===== src/rtl/cory_pack4.sv =====
// cory_pack4: joins four independent valid/ready lanes into one packed word {z3,z2,z1,z0}.
// Each lane has a one-entry slot; the word is valid once all four slots are full.
module cory_pack4 #(
    parameter int N  = 8,
    parameter int Z0 = N,
    parameter int Z1 = N,
    parameter int Z2 = N,
    parameter int Z3 = N
) (
    input  logic                   clk,
    input  logic                   reset,
    input  logic                   i_z0_v,
    input  logic [Z0-1:0]          i_z0_d,
    output logic                   o_z0_r,
    input  logic                   i_z1_v,
    input  logic [Z1-1:0]          i_z1_d,
    output logic                   o_z1_r,
    input  logic                   i_z2_v,
    input  logic [Z2-1:0]          i_z2_d,
    output logic                   o_z2_r,
    input  logic                   i_z3_v,
    input  logic [Z3-1:0]          i_z3_d,
    output logic                   o_z3_r,
    output logic                   o_a_v,
    output logic [Z0+Z1+Z2+Z3-1:0] o_a_d,
    input  logic                   i_a_r,
    output logic [3:0]             o_full
);
    logic [3:0] full, cap;
    logic fire;
    logic [Z0-1:0] slot0;
    logic [Z1-1:0] slot1;
    logic [Z2-1:0] slot2;
    logic [Z3-1:0] slot3;

    assign o_a_v  = &full;
    assign fire   = o_a_v & i_a_r;
    // ready looks through i_a_r so a draining slot can refill on the same edge
    assign o_z0_r = ~reset & (~full[0] | fire);
    assign o_z1_r = ~reset & (~full[1] | fire);
    assign o_z2_r = ~reset & (~full[2] | fire);
    assign o_z3_r = ~reset & (~full[3] | fire);
    assign cap    = {i_z3_v & o_z3_r, i_z2_v & o_z2_r, i_z1_v & o_z1_r, i_z0_v & o_z0_r};
    assign o_a_d  = {slot3, slot2, slot1, slot0};
    assign o_full = full;

    always_ff @(posedge clk or posedge reset) begin
        if (reset) begin
            full  <= '0;
            slot0 <= '0;
            slot1 <= '0;
            slot2 <= '0;
            slot3 <= '0;
        end else begin
            full <= cap | (full & {4{~fire}});
            if (cap[0]) slot0 <= i_z0_d;
            if (cap[1]) slot1 <= i_z1_d;
            if (cap[2]) slot2 <= i_z2_d;
            if (cap[3]) slot3 <= i_z3_d;
        end
    end
endmodule

===== config.mk =====
export PLATFORM = sky130hd
export DESIGN_NAME = cory_pack4
export DESIGN_NICKNAME = d
export VERILOG_FILES = /design/src/rtl/cory_pack4.sv
export SDC_FILE = /design/constraint.sdc
export NUM_CORES = 1
export LEC_CHECK = 0
export ABC_CLOCK_PERIOD_IN_PS = 1800
export CAP_MARGIN = 20
export CORE_ASPECT_RATIO = 1.25
export CORE_UTILIZATION = 38
export CTS_CLUSTER_SIZE = 20
export DETAILED_ROUTE_END_ITERATION = 10
export PLACE_DENSITY_LB_ADDON = 0.15
export SLEW_MARGIN = 0
export SYNTH_ARGS = -nofsm -noshare
export SYNTH_HDL_FRONTEND = slang
export SYNTH_SLANG_ARGS = --single-unit

===== constraint.sdc =====
create_clock -name clk -period 1.8 [get_ports clk]
set_input_delay 0.18 -clock clk [delete_from_list [all_inputs] [get_ports clk]]
set_output_delay 0.18 -clock clk [all_outputs]
set_load 0.03 [all_outputs]

==> results of run 1 <==
## per-stage QoR
stage,instances,setup WS (ns),area [um2],total power (W),hold WS [ns]
2_1_floorplan,97,0.0965,1470,0.00298,0.332
3_3_place_gp,219,0.0429,2340,0.00408,0.489
3_5_place_dp,219,0.00522,2340,0.00415,0.495
4_1_cts,227,0.0388,2470,0.00493,0.428
5_1_grt,227,0.00508,2470,0.00512,0.485
6_report,227,0.0700,2470,0.00486,0.433
## worst paths after layout
| kind | depth (start not counted) | end |
|---|---|---|
| hold reg to reg | 1 | slot3[3]$_DFFE_PP0P_ |
| min in group clk | 2 | slot3[5]$_DFFE_PP0P_ |
| setup / recovery | 2 | o_full[1] |
| max in group asynchronous | 3 | o_full[0]$_DFF_PP0_ |
| setup reg to reg | 3 | slot3[7]$_DFFE_PP0P_ |
| hold / removal | 3 | slot1[1]$_DFFE_PP0P_ |
## cell usage in the layout, fill, tap and decap left out, types with 2 or more instances in the layout
cell type and count:
clkdlybuf4s50_1 72, dfrtp_1 35, mux2_2 32, buf_4 11
nand2_1 8, clkbuf_8 7, nand2b_1 4, a21oi_4 4
a21oi_1 4, nand4_2 3, dlymetal6s2s_1 2
## registers in the layout, indices dropped and copies added, names as in the netlist
| register | flops |
|---|---|
| slot2 | 8 |
| slot3 | 8 |
| slot1 | 8 |
| o_full | 4 |
| slot0 | 8 |
## cell families after synthesis
logic type,synth area share
AOI/OAI and AO/OA,0.0578
muxes,0.245
DFF,0.612
and+or+nand+nor,0.0739
buffers and inverters,0.0119
## tightest hold or removal path, stage by stage
cell and delay, ns:
clkdlybuf4s50_1 0.55, inv_1 0.13, buf_4 0.20
## what timing repair did
action | in CTS | in global routing
hold buffers | 0 | 0
gates resized for setup | 2 | 2
setup buffers | 0 | 0
endpoints found under the setup margin | 1 | 2
## metal layers
metal	global-route usage	up-vias	routed length (um)
li1	-	522	-
met2	0.335	48	1870
met4	0.0794	0	57
met5	0	-	0
met3	0.0560	6	275
met1	0.180	531	1140
## where the power goes
group / internal, W / switching (W)
Combinational: 0.00123 / 0.00140
Clock: 0.000489 / 0.000277
Sequential: 0.00122 / 0.000248
Total: 0.00293 / 0.00193
## final cells by class
| type | instances | area share |
|---|---|---|
| flip-flops and latches | 36 | 0.365 |
| repair buffers | 86 | 0.339 |
| multi-input cells | 57 | 0.224 |
| clock buffers | 7 | 0.0390 |
| well taps | 39 | 0.0197 |
| clock inverters | 1 | 0.0121 |
| inverters | 1 | 0.00152 |
==> results.md, run 1 <==
- Synth area leader: dfrtp_1
- CTS max path bufs: 2
- Slowest CP cell: clkdlybuf4s50_1
- Clock Latency Late Sink: around 0.28 ns
- Placeable Area: 3600 um2
- WS Path Type: reg -> out
- Global route overflow: 0
- Final Core Density: 0.686
- GRT Util Overall: 0.180
- Die Wd: 57.7 um
- DRT Wirelength: between 3 and 4 mm
- Area of the multi-input gates: ~550 um2
- Worst-Margin Slew: 0.332 ns
- Final hold viol count: 0
- CP cell instances: buf_4 > clkdlybuf4s50_1
- Syn Std Cell Area: 1470 um2
- Final critical-path share of the clock period: 0.961
- Max-slew violations: 0
- DRT Pass-1 Iters: 9
- Endpoints failing setup: 0
- DR DRC count: 5
- Die ar.: 4130 um2
- Std-Cell Rows: 24
- Clk_skew: between 0.004 and 0.005 ns
- Final GP Congestion: 0.675
- WL/cell: roughly 15 um
- Sequential cell area: roughly 900 um2
- Critical Path Fanout Max: 5
- Number of global-route vias before repair: 1214
- Fin nets: 226
- WP data arrival: between 1.5 and 2 ns
- Antenna viol nets, final: 0
- Failing checks: DRC
- CTS buffer count: 5
- FMAX: between 500 and 600 MHz
- # diodes: 0
- Peak VDD IR: a little over 0.9 mV
- Share of cells above drive strength 1: 0.319
- Largest net degree at the start of global routing: 26
- Reg2reg start: o_full[0]$_DFF_PP0_
- Via count: ~1100
- Max cap viols: 0
- CTS root buf: clkbuf_8
- Syn_nets: approximately 140
- Commonest cells post-synth: dfrtp_1 (36), mux2_2 (32), nand2_1 (8)
- I/O Buffers: 79
- Synth top area share: 0.612
- Crit-path leading delay family: buffers and inverters
- CP max stage delay: 0.67 ns
- Most common cell in the netlist: dfrtp_1
- Pwr per Cell Area: around 2000 nW/um2
- Unrepaired setup endpoints after global routing: false
- TNS Setup: 0 ns
- Post-synth cell types: 13
- Die H: slightly above 70 um
- FF-to-FF setup slack: roughly 0.32 ns
- Sequential fraction of the synthesis area: 0.612
- Crit path buf inv count: 2
- Yosys warnings: 0
- First-pass GRT wire length: ~5.5 mm
- Final HPWL DP: between 2 and 3 mm
- 1st-iter DRT viols: 15
- Top post-synthesis cells by area: dfrtp_1 (61%), mux2_2 (24%), a21oi_4 (4.4%)
- Slew headroom: 0.778
- Number of fill cells: around 280
- H-tree depth: 2
- Worst setup EP type: output port
- Clk slew on worst S/H paths: around 0.070 ns
- Initial Util: 0.409
- Synthesis-stage register bit count: 36
- Cells after synthesis: 97
- TritonCTS Sinks: 36
- Area grow syn2layout: 67.9%
- Dominant synthesized flop cell: dfrtp_1
- Post-synthesis async set-or-reset flop share: 1.00
- Crit path from: o_full[1]$_DFF_PP0_
- Leak pwr: between 1 and 1.5 nW
- Fin crit period: between 1.5 and 2 ns
- I/O pins: 80
- CP startpoint kind: flop
- Vias per cell: 4.88
- Mean post-synth cell area: roughly 15 um2
- Min-delay worst type: in -> async
- TritonCTS clock tree: built
- Number of flops mapped to enable cells by yosys: 0
- Status: finished, violations left
- Initial antenna violation count: 0
- CP required: roughly 1.6 ns
(Power assumes the default switching activity.)
==> run 2: changes to the inputs <==
--- a/config.mk
+++ b/config.mk
@@ -11,6 +11,7 @@
 export CORE_UTILIZATION = 38
 export CTS_CLUSTER_SIZE = 20
 export DETAILED_ROUTE_END_ITERATION = 10
+export GPL_ROUTABILITY_DRIVEN = 0
 export PLACE_DENSITY_LB_ADDON = 0.15
 export SLEW_MARGIN = 0
 export SYNTH_ARGS = -nofsm -noshare
==> results of run 2 <==
Final layout, timing and power as in run 1 (identical DEF).
==> run 3: changes to the inputs <==
--- a/config.mk
+++ b/config.mk
@@ -5,7 +5,7 @@
 export SDC_FILE = /design/constraint.sdc
 export NUM_CORES = 1
 export LEC_CHECK = 0
-export ABC_CLOCK_PERIOD_IN_PS = 1800
+export ABC_CLOCK_PERIOD_IN_PS = 1600
 export CAP_MARGIN = 20
 export CORE_ASPECT_RATIO = 1.25
 export CORE_UTILIZATION = 38
==> constraint.sdc (replaced) <==
create_clock -name clk -period 1.6 [get_ports clk]
set_input_delay 0.48 -clock clk [delete_from_list [all_inputs] [get_ports clk]]
set_output_delay 0.48 -clock clk [all_outputs]
set_load 0.03 [all_outputs]
==> run 3 against run 2 <==
Effect of this change:
- the run ends with DRC, setup timing left
- critical path depth increased by 2
- sequential share of layout area decreased by 3.4 points
- hold slack better by 0.069 ns
- clock-buffer cell count fell by 1
- sequential cell count is the same
- setup slack worse by 0.21 ns
- via count is 7.4% higher
- final cell count is 8.4% higher
- critical endpoint is now o_z3_r
- largest power group unchanged
- highest routed layer unchanged
==> results.md, run 3 (synthesized netlist as in run 1, its figures left out) <==
- Status: finished, violations left
- Failing checks: DRC, setup timing
- Die H: 71.6 um (unchanged)
- Final Core Density: 0.759 (+0.0733)
- DRT Wirelength: 3.61 mm (+8.1%)
- Final hold viol count: 0 (unchanged)
- R2r worst-path depth: 5 (+2)
- Area grow syn2layout: 85.8%
- # diodes: 0 (unchanged)
- Fin nets: 245 (+8.4%)
- Clock Latency Late Sink: 0.28 ns (about the same)
- Reg2reg start: o_full[0]$_DFF_PP0_
- Unrepaired setup endpoints after global routing: true
- Pwr per Cell Area: 2030 nW/um2 (+3.1%)
- Min-delay worst type: reg -> reg
- WL/cell: 14.7 um (-0.23%)
- Hold Path End: slot2[4]$_DFFE_PP0P_
- Peak VDD IR: 1.23 mV (+35%)
- DR DRC count: 7 (+2)
- Cts hold-fix bufs: 0 (unchanged)
- Slew headroom: 0.784 (+0.00604)
- I/O pins: 80 (unchanged)
- PnR worst setup slack: -0.140 ns (-0.210 ns)
- Reg2reg end: slot3[3]$_DFFE_PP0P_
- Global route overflow: 0 (unchanged)
- Overall power: 0.00554 W (+14%)
- Leak pwr: 1.22 nW (+17%)
- CTS max path bufs: 2 (unchanged)
- Fin crit period: roughly 1.7 ns
- Hold Path Cell Cnt: 1
- Max cap viols: 0 (unchanged)
- First-pass GRT wire length: 5.69 mm (+3.8%)
- TritonCTS clock tree: built
- CP required: 1.12 ns (-0.50 ns)
- Die Wd: 57.7 um (unchanged)
- DRT Pass-1 Iters: 7 (-2)
- Std-Cell Rows: 24 (unchanged)
- Number of fill cells: 250 (-10%)
- Commonest non-fill, non-tap cell in the layout: clkdlybuf4s50_1
- Vias per cell: 4.83 (-0.89%)
- Share of cells above drive strength 1: 0.444 (+0.125)
- Critical Path Fanout Max: 4 (-1)
- Endpoints failing setup: 13 (+13)
- H-tree depth: 2 (unchanged)
- Placeable Area: 3600 um2 (unchanged)
- CTS buffer count: 5 (unchanged)
- CP startpoint kind: flop
- Final hold slack: 0.501 ns (+0.0689 ns)
- TritonCTS Sinks: 36 (unchanged)
- FMAX: around 570 MHz
- Worst setup EP type: output port
- Antenna viol nets, final: 0 (unchanged)
- 1st-iter DRT viols: 42 (+27)
- Die ar.: 4130 um2 (unchanged)
- CTS root buf: clkbuf_8
- Via count: 1189 (+7.4%)
- Initial antenna violation count: 0 (unchanged)
- Clk slew on worst S/H paths: 0.07 ns (about the same)
- Most frequent cells in the layout: clkdlybuf4s50_1 (36), dlygate4sd2_1 (32), dfrtp_1 (32), mux2_2 (22), buf_4 (17)
- Largest net degree at the start of global routing: 29 (+12%)
- Max-slew violations: 0 (unchanged)
- Hold Path Origin: slot2[4]$_DFFE_PP0P_
- Clk_skew: 0.00860 ns (+0.00374 ns)
- Worst-Margin Slew: 0.325 ns (-0.00673 ns)
- Number of global-route vias before repair: 1251 (+3.0%)
- WP data arrival: 1.26 ns (-0.29 ns)
- WS Path Type: reg -> out
- Initial Util: 0.409 (unchanged)
- Final HPWL DP: 2.46 mm (-5.2%)
- GRT Util Overall: 0.186 (+0.00580)
- Final critical-path share of the clock period: 1.09
- FF-to-FF setup slack: -0.02 ns (-0.34 ns)
- I/O Buffers: 79 (unchanged)
run 3: changes by cell type in the layout (fill, tap and decap cells not counted), moves of 4 or more:
cell	before	now
clkdlybuf4s50_1	72	36
dlygate4sd2_1	1	32
buf_6	0	14
mux2_2	32	22
mux2_4	0	10
buf_4	11	17
a21oi_1	4	0
a21oi_4	4	8
buf_12	0	4
run 3: worst max path at each step:
stage | startpoint | slack, ns | to
after floorplan | o_full[2]$_DFF_PP0_ | -0.04 | o_z3_r
after global placement | i_a_r | -0.53 | slot3[6]$_DFFE_PP0P_
after detailed placement | i_a_r | -0.58 | slot3[3]$_DFFE_PP0P_
after CTS | o_full[1]$_DFF_PP0_ | -0.15 | o_z3_r
after global routing | o_full[1]$_DFF_PP0_ | -0.19 | o_z0_r
final | o_full[0]$_DFF_PP0_ | -0.14 | o_z3_r
run 3: power by group:
| part | total [W] | internal, W | leakage (nW) | switching (W) |
|---|---|---|---|---|
| logic | 0.00323 | 0.00148 | 0.755 | 0.00175 |
| clock network | 0.000645 | 0.000343 | 0.0510 | 0.000302 |
| registers | 0.00167 | 0.00138 | 0.420 | 0.000289 |
| total | 0.00554 | 0.00320 | 1.22 | 0.00234 |
run 3: metrics by stage:
step	setup TNS [ns]	setup WS [ns]	cell area, um2	cells
2_1_floorplan	-0.375	-0.0441	1540	97
3_3_place_gp	-18.16	-0.527	2420	223
3_5_place_dp	-19.38	-0.578	2420	223
4_1_cts	-0.490	-0.151	2610	240
5_1_grt	-1.46	-0.188	2740	246
6_report	-0.694	-0.140	2740	246
run 3: final cells by class:
| class | count | area, um2 | area share |
|---|---|---|---|
| timing repair buffer | 105 | 1020 | 0.373 |
| sequential | 36 | 906 | 0.331 |
| multi-input combinational | 57 | 664 | 0.243 |
| clock buffer | 6 | 82.6 | 0.0302 |
| tap | 39 | 48.8 | 0.0178 |
| clock inverter | 2 | 10.0 | 0.00366 |
| inverter | 1 | 3.75 | 0.00137 |
run 3: worst max-delay path: stages, from the launching register on:
cell,delay (ns)
dfrtp_2,0.43
nand4_1,0.14
buf_6,0.15
a21oi_4,0.11
buf_6,0.14
run 3: repair_timing:
item,CTS,global route
pin swaps,5,4
gates resized for setup,55,11
setup endpoints to repair,69,30
setup buffers,9,6
run 3: routing by layer:
metal,routed length [um],global-route usage,vias up,share of wire
met5,0,0,-,0
met2,1870,0.319,53,0.52
met1,1400,0.203,569,0.39
met4,51,0.0714,0,0.014
met3,292,0.0758,5,0.081
li1,-,-,562,-
==> edit 1: new RTL, config.mk and constraints of run 1 <==
Set the parameter `N` to 4 (it was 8).
--- a/src/rtl/cory_pack4.sv
+++ b/src/rtl/cory_pack4.sv
@@ -1,7 +1,7 @@
 // cory_pack4: joins four independent valid/ready lanes into one packed word {z3,z2,z1,z0}.
 // Each lane has a one-entry slot; the word is valid once all four slots are full.
 module cory_pack4 #(
-    parameter int N  = 8,
+    parameter int N  = 4,
     parameter int Z0 = N,
     parameter int Z1 = N,
     parameter int Z2 = N,
Interface: changed (5 resized); port bits go from 80 to 48. No check against the original RTL was run, so the function may have changed too.
==> edit 1 against run 1 <==
Area after synthesis down 44%; total power down 48%; sequential power is 43% lower; die area fell by 42%; sequential cell count fell by 16; final area down 45%; setup slack better by 0.050 ns; routed wire length decreased by 48%; global-route usage shrank 2.6 points; via count is 38% lower; critical path depth is 1 lower; hold slack worse by 0.11 ns; cell count fell by 41%; synthesized cell count fell by 35%; largest cell class unchanged.
==> edit 1: results (changes against run 1) <==
Min path
  – Hold Crit Class: in2async (unchanged)

Setup path
  – Worst EP arrival: 1.50 ns (was 1.55 ns)
  – R2R setup slack: 0.34 ns (was 0.32 ns)
  – CP max stage delay: 0.73 ns (was 0.67 ns)
  – R2r endpoint: slot3[0]$_DFFE_PP0P_ (was slot3[7]$_DFFE_PP0P_)
  – Worst path top cell family by delay: buffers and inverters (unchanged)
  – Maximum fanout along the worst path: 8 (was 5)
  – Reg2reg start: o_full[0]$_DFF_PP0_ (unchanged)

Final layout
  – Fill cells: 177 (was 279)
  – Share of layout cells above drive strength 1: 25.4% (was 31.9%)
  – Nets: 139 (was 226)

Synthesis
  – Post-synth top cells: dfrtp_1, mux2_2, nand2_1 (unchanged)
  – Yosys cell types: 10 (was 13)
  – Asr flop ratio synth: 100% (unchanged)
  – Register area share after synthesis: 60.2% (was 61.2%)
  – Syn nets: 86 (was 136)
  – Post-synth top area share: 60.2% (was 61.2%)
  – Most area-consuming cells after synthesis: dfrtp_1, mux2_2, a21oi_2 (was dfrtp_1, mux2_2, a21oi_4)
  – Top_reg_cell synth: dfrtp_1 (unchanged)

Placement
  – I/O Buffers: 47 (was 79)
  – Placed Instance Area: 1330 um2 (was 2340 um2)
  – Routability-driven placement congestion ratio: 0.767 (was 0.675)
  – Dpl hpwl: 1.38 mm (was 2.59 mm)

Global routing
  – Vias in the first global route: 615 (was 1214)
  – GR Overflow Total: 0 (unchanged)
  – Initial antenna violation count: 0 (unchanged)
  – First-pass GRT wire length: 2.62 mm (was 5.48 mm)
  – Largest net degree at the start of global routing: 15 (was 26)
  – Tot GR Track Use: 15.3% (was 18.0%)

Status
  – Outcome: finished clean (was finished, violations left)

CTS
  – CTS max path bufs: 2 (unchanged)
  – H-tree lvl count: 1 (was 2)
  – Clock buffer count from CTS: 3 (was 5)
  – CTS root buffer: clkbuf_4 (was clkbuf_8)
  – Clock slew at reported path FFs: 0.10 ns (was 0.07 ns)

Routing
  – Via count: 681 (was 1107)
  – Pre-antenna DRT Iters: 5 (was 9)
  – First DRT Iteration DRCs: 3 (was 15)
  – Drt wl/cell: 13.0 um (was 14.7 um)

Pwr
  – Worst IR Drop VDD: 1020 uV (was 912 uV)
  – Leakage: 0.572 nW (was 1.04 nW)

Timing
  – Clock Skew: 0.00484 ns (was 0.00487 ns)
  – Relative slew slack: 78.9% (was 77.8%)
==> edit 1: changes by cell type in the layout (fill, tap and decap cells not counted), moves of 2 or more <==
cell	change
a21oi_2	+4
a21oi_4	-4
buf_4	-5
clkbuf_4	+3
clkbuf_8	-7
clkdlybuf4s50_1	-30
dfrtp_1	-15
dlymetal6s2s_1	-2
mux2_2	-16
nand4_1	+3
nand4_2	-3
==> edit 1: routing by layer <==
layer	up-vias	track usage [%]	wire, um	share of wire (%)
met4	0	10.6	21	1.2
li1	327	-	-	-
met3	2	3.30	129	7.4
met5	-	0	0	0
met1	326	17.4	726	42
met2	26	25.9	865	50
==> edit 1: area by class of cell <==
type,instances,share of cell area (%)
Clock buffer,3,1.67
Inverter,1,0.278
Multi-Input combinational cell,41,24.0
Sequential cell,20,37.1
Tap cell,20,1.85
Timing Repair Buffer,49,35.1
==> edit 1: logic make-up after synthesis <==
| kind of cell | count (synthesis) | synth area share, % |
|---|---|---|
| AO/OA/AOI/OAI | 8 | 6.62 |
| buffers and inverters | 2 | 0.901 |
| flip-flops | 20 | 60.2 |
| multiplexers | 16 | 21.7 |
| AND/OR/NAND/NOR | 17 | 10.7 |
==> edit 1: what timing repair did <==
item | CTS | global route
hold buffers | 0 | 0
resized for setup | 1 | 0
endpoints found under the setup margin | 1 | 0
==> edit 1: where the power goes <==
part	internal (mW)	total [mW]	switching [mW]
registers	0.671	0.839	0.168
logic	0.674	1.47	0.792
clock network	0.0777	0.199	0.121
==> edit 1: through the flow <==
step,hold slack [ns],util [%],std cells,setup WS [ns]
after global routing,0.340,66.6,134,0.0548
final,0.319,66.6,134,0.120
after floorplan,0.316,-,63,0.250
after CTS,0.315,66.6,134,0.104
after detailed placement,0.495,65.6,131,0.112
after global placement,0.489,65.6,131,0.100
==> edit 1: worst max-delay path by stage <==
stage | from | slack (ns) | to | depth (start not counted)
floorplan | o_full[2]$_DFF_PP0_ | 0.25 | o_z0_r | 2
global placement | reset | 0.10 | slot2[0]$_DFFE_PP0P_ | 4
detailed placement | reset | 0.11 | slot2[2]$_DFFE_PP0P_ | 4
CTS | o_full[0]$_DFF_PP0_ | 0.10 | o_full[0] | 1
global route | o_full[3]$_DFF_PP0_ | 0.05 | o_z1_r | 4
finish | o_full[0]$_DFF_PP0_ | 0.12 | o_full[0] | 1
==> edit 2: new RTL, config.mk and constraints of run 1 <==
Made on the original files. Reset style: synchronous (`reset`), changed in one clocked block.
--- a/src/rtl/cory_pack4.sv
+++ b/src/rtl/cory_pack4.sv
@@ -44,7 +44,7 @@
     assign o_a_d  = {slot3, slot2, slot1, slot0};
     assign o_full = full;
 
-    always_ff @(posedge clk or posedge reset) begin
+    always_ff @(posedge clk) begin
         if (reset) begin
             full  <= '0;
             slot0 <= '0;
Behaviour: differs if reset is asserted again (counterexample within 4 cycles, from zero or initial values and one cycle with reset high); with reset held inactive, the same outputs for 10 cycles.
==> edit 2 against run 1 <==
Maximum frequency increased by 2.1%; final area increased by 25%; total power decreased by 54%; setup slack improved by 0.035 ns; area after synthesis increased by 48%; sequential cell count unchanged; clock power decreased by 6.8%; routed wire length increased by 69%.
==> edit 2: results (changes against run 1) <==
Routing
  – Pre-antenna DRT Iters: 4 (was 9)
  – Via density: 5.86 (was 4.88)
  – Via count: 2266 (was 1107)
  – Drt wl/cell: 14.6 um (was 14.7 um)

Synthesis
  – Yosys cell types: 17 (was 13)
  – Asr flop ratio synth: 0% (was 100%)
  – Register area share after synthesis: 33.2% (was 61.2%)
  – Synthesized instance count: 257 (was 97)
  – Most area-consuming cells after synthesis: dfxtp_1, nor3b_1, a31oi_1 (was dfrtp_1, mux2_2, a21oi_4)
  – Post-synth top cells: dfxtp_1, a31oi_1, nand3_1, nand4_1, nor3b_1 (was dfrtp_1, mux2_2, nand2_1)

Setup path
  – CP max stage delay: 0.73 ns (was 0.67 ns)
  – Reg2reg start: o_full[2]$_SDFF_PP0_ (was o_full[0]$_DFF_PP0_)
  – Critical Path Start: o_full[0]$_SDFF_PP0_ (was o_full[1]$_DFF_PP0_)
  – Maximum fanout along the worst path: 7 (was 5)
  – R2r endpoint: slot2[0]$_SDFFE_PP0P_ (was slot3[7]$_DFFE_PP0P_)

Placement
  – Routability-driven placement congestion ratio: 0.709 (was 0.675)
  – Placed Instance Area: 2970 um2 (was 2340 um2)
  – Inst Count DP: 379 (was 219)

Global routing
  – Largest net degree at the start of global routing: 97 (was 26)
  – Met1 usage: 24.1% (was 18.0%)
  – Met3 usage in global routing: 5.58% (was 5.60%)
  – Vias in the first global route: 2086 (was 1214)
  – GR met2 Demand/Resource: 30.7% (was 33.5%)

Final layout
  – Fill cells: 524 (was 279)

Pwr
  – Worst IR Drop VDD: 412 uV (was 912 uV)

Status
  – Outcome: finished clean (was finished, violations left)

Timing
  – Hold WS: 0.363 ns (was 0.433 ns)
  – Clock Skew: 0.0110 ns (was 0.00487 ns)
-- edit 2: cell count changes after synthesis, sizes merged --
cell    change
nand2       -8
nand2b      -4
nor3b      +32
nor2        +4
a31oi      +32
dfxtp      +36
nor2b       +4
mux2       -32
buf        +30
nand4      +32
dfrtp      -36
nand3      +32
o211ai     +32
clkbuf      +6
-- edit 2: worst max-delay path by stage --
| stage | end | slack, ns | depth (start not counted) |
|---|---|---|---|
| CTS | o_full[3] | 0.06 | 1 |
| detailed placement | slot2[6]$_SDFFE_PP0P_ | 0.17 | 5 |
| global placement | o_z2_r | 0.20 | 4 |
| floorplan | o_z1_r | 0.008 | 4 |
| global route | o_z2_r | 0.007 | 3 |
| finish | o_full[0] | 0.11 | 1 |
-- edit 2: area by class of cell --
type / count / share of cell area [%]
clock buffer: 5 / 2.23
clock inverter: 3 / 1.38
inverter: 1 / 0.122
multi-input combinational: 181 / 40.3
sequential: 36 / 23.4
tap: 64 / 2.60
timing repair buffer: 97 / 30.0
-- edit 2: report_power, final --
group,internal (mW),switching [mW],total [mW]
Clock,0.410,0.303,0.713
Sequential,0.858,0.0525,0.911
Combinational,0.286,0.337,0.623
Total,1.55,0.693,2.25
-- edit 2: per-layer routing --
layer	up-vias	wire length (um)
met4	0	33
li1	1143	-
met3	2	302
met1	1062	2620
met2	59	2690
met5	-	0
-- edit 2: worst min-delay path, delay by kind of cell --
family        cells  cell delay (ns)
buf+inv           2             0.33
simple gates      1             0.11
-- edit 2: logic make-up after synthesis --
group	after synthesis	synth area share [%]
buf+inv	40	10.1
simple gates	109	32.2
flops	36	33.2
compound gates	72	24.5
-- edit 2: repair_timing --
| item | 4_1_cts | 5_1_grt |
|---|---|---|
| resized for setup | 0 | 1 |
| hold buffers | 0 | 0 |
| setup endpoints to repair | 0 | 1 |
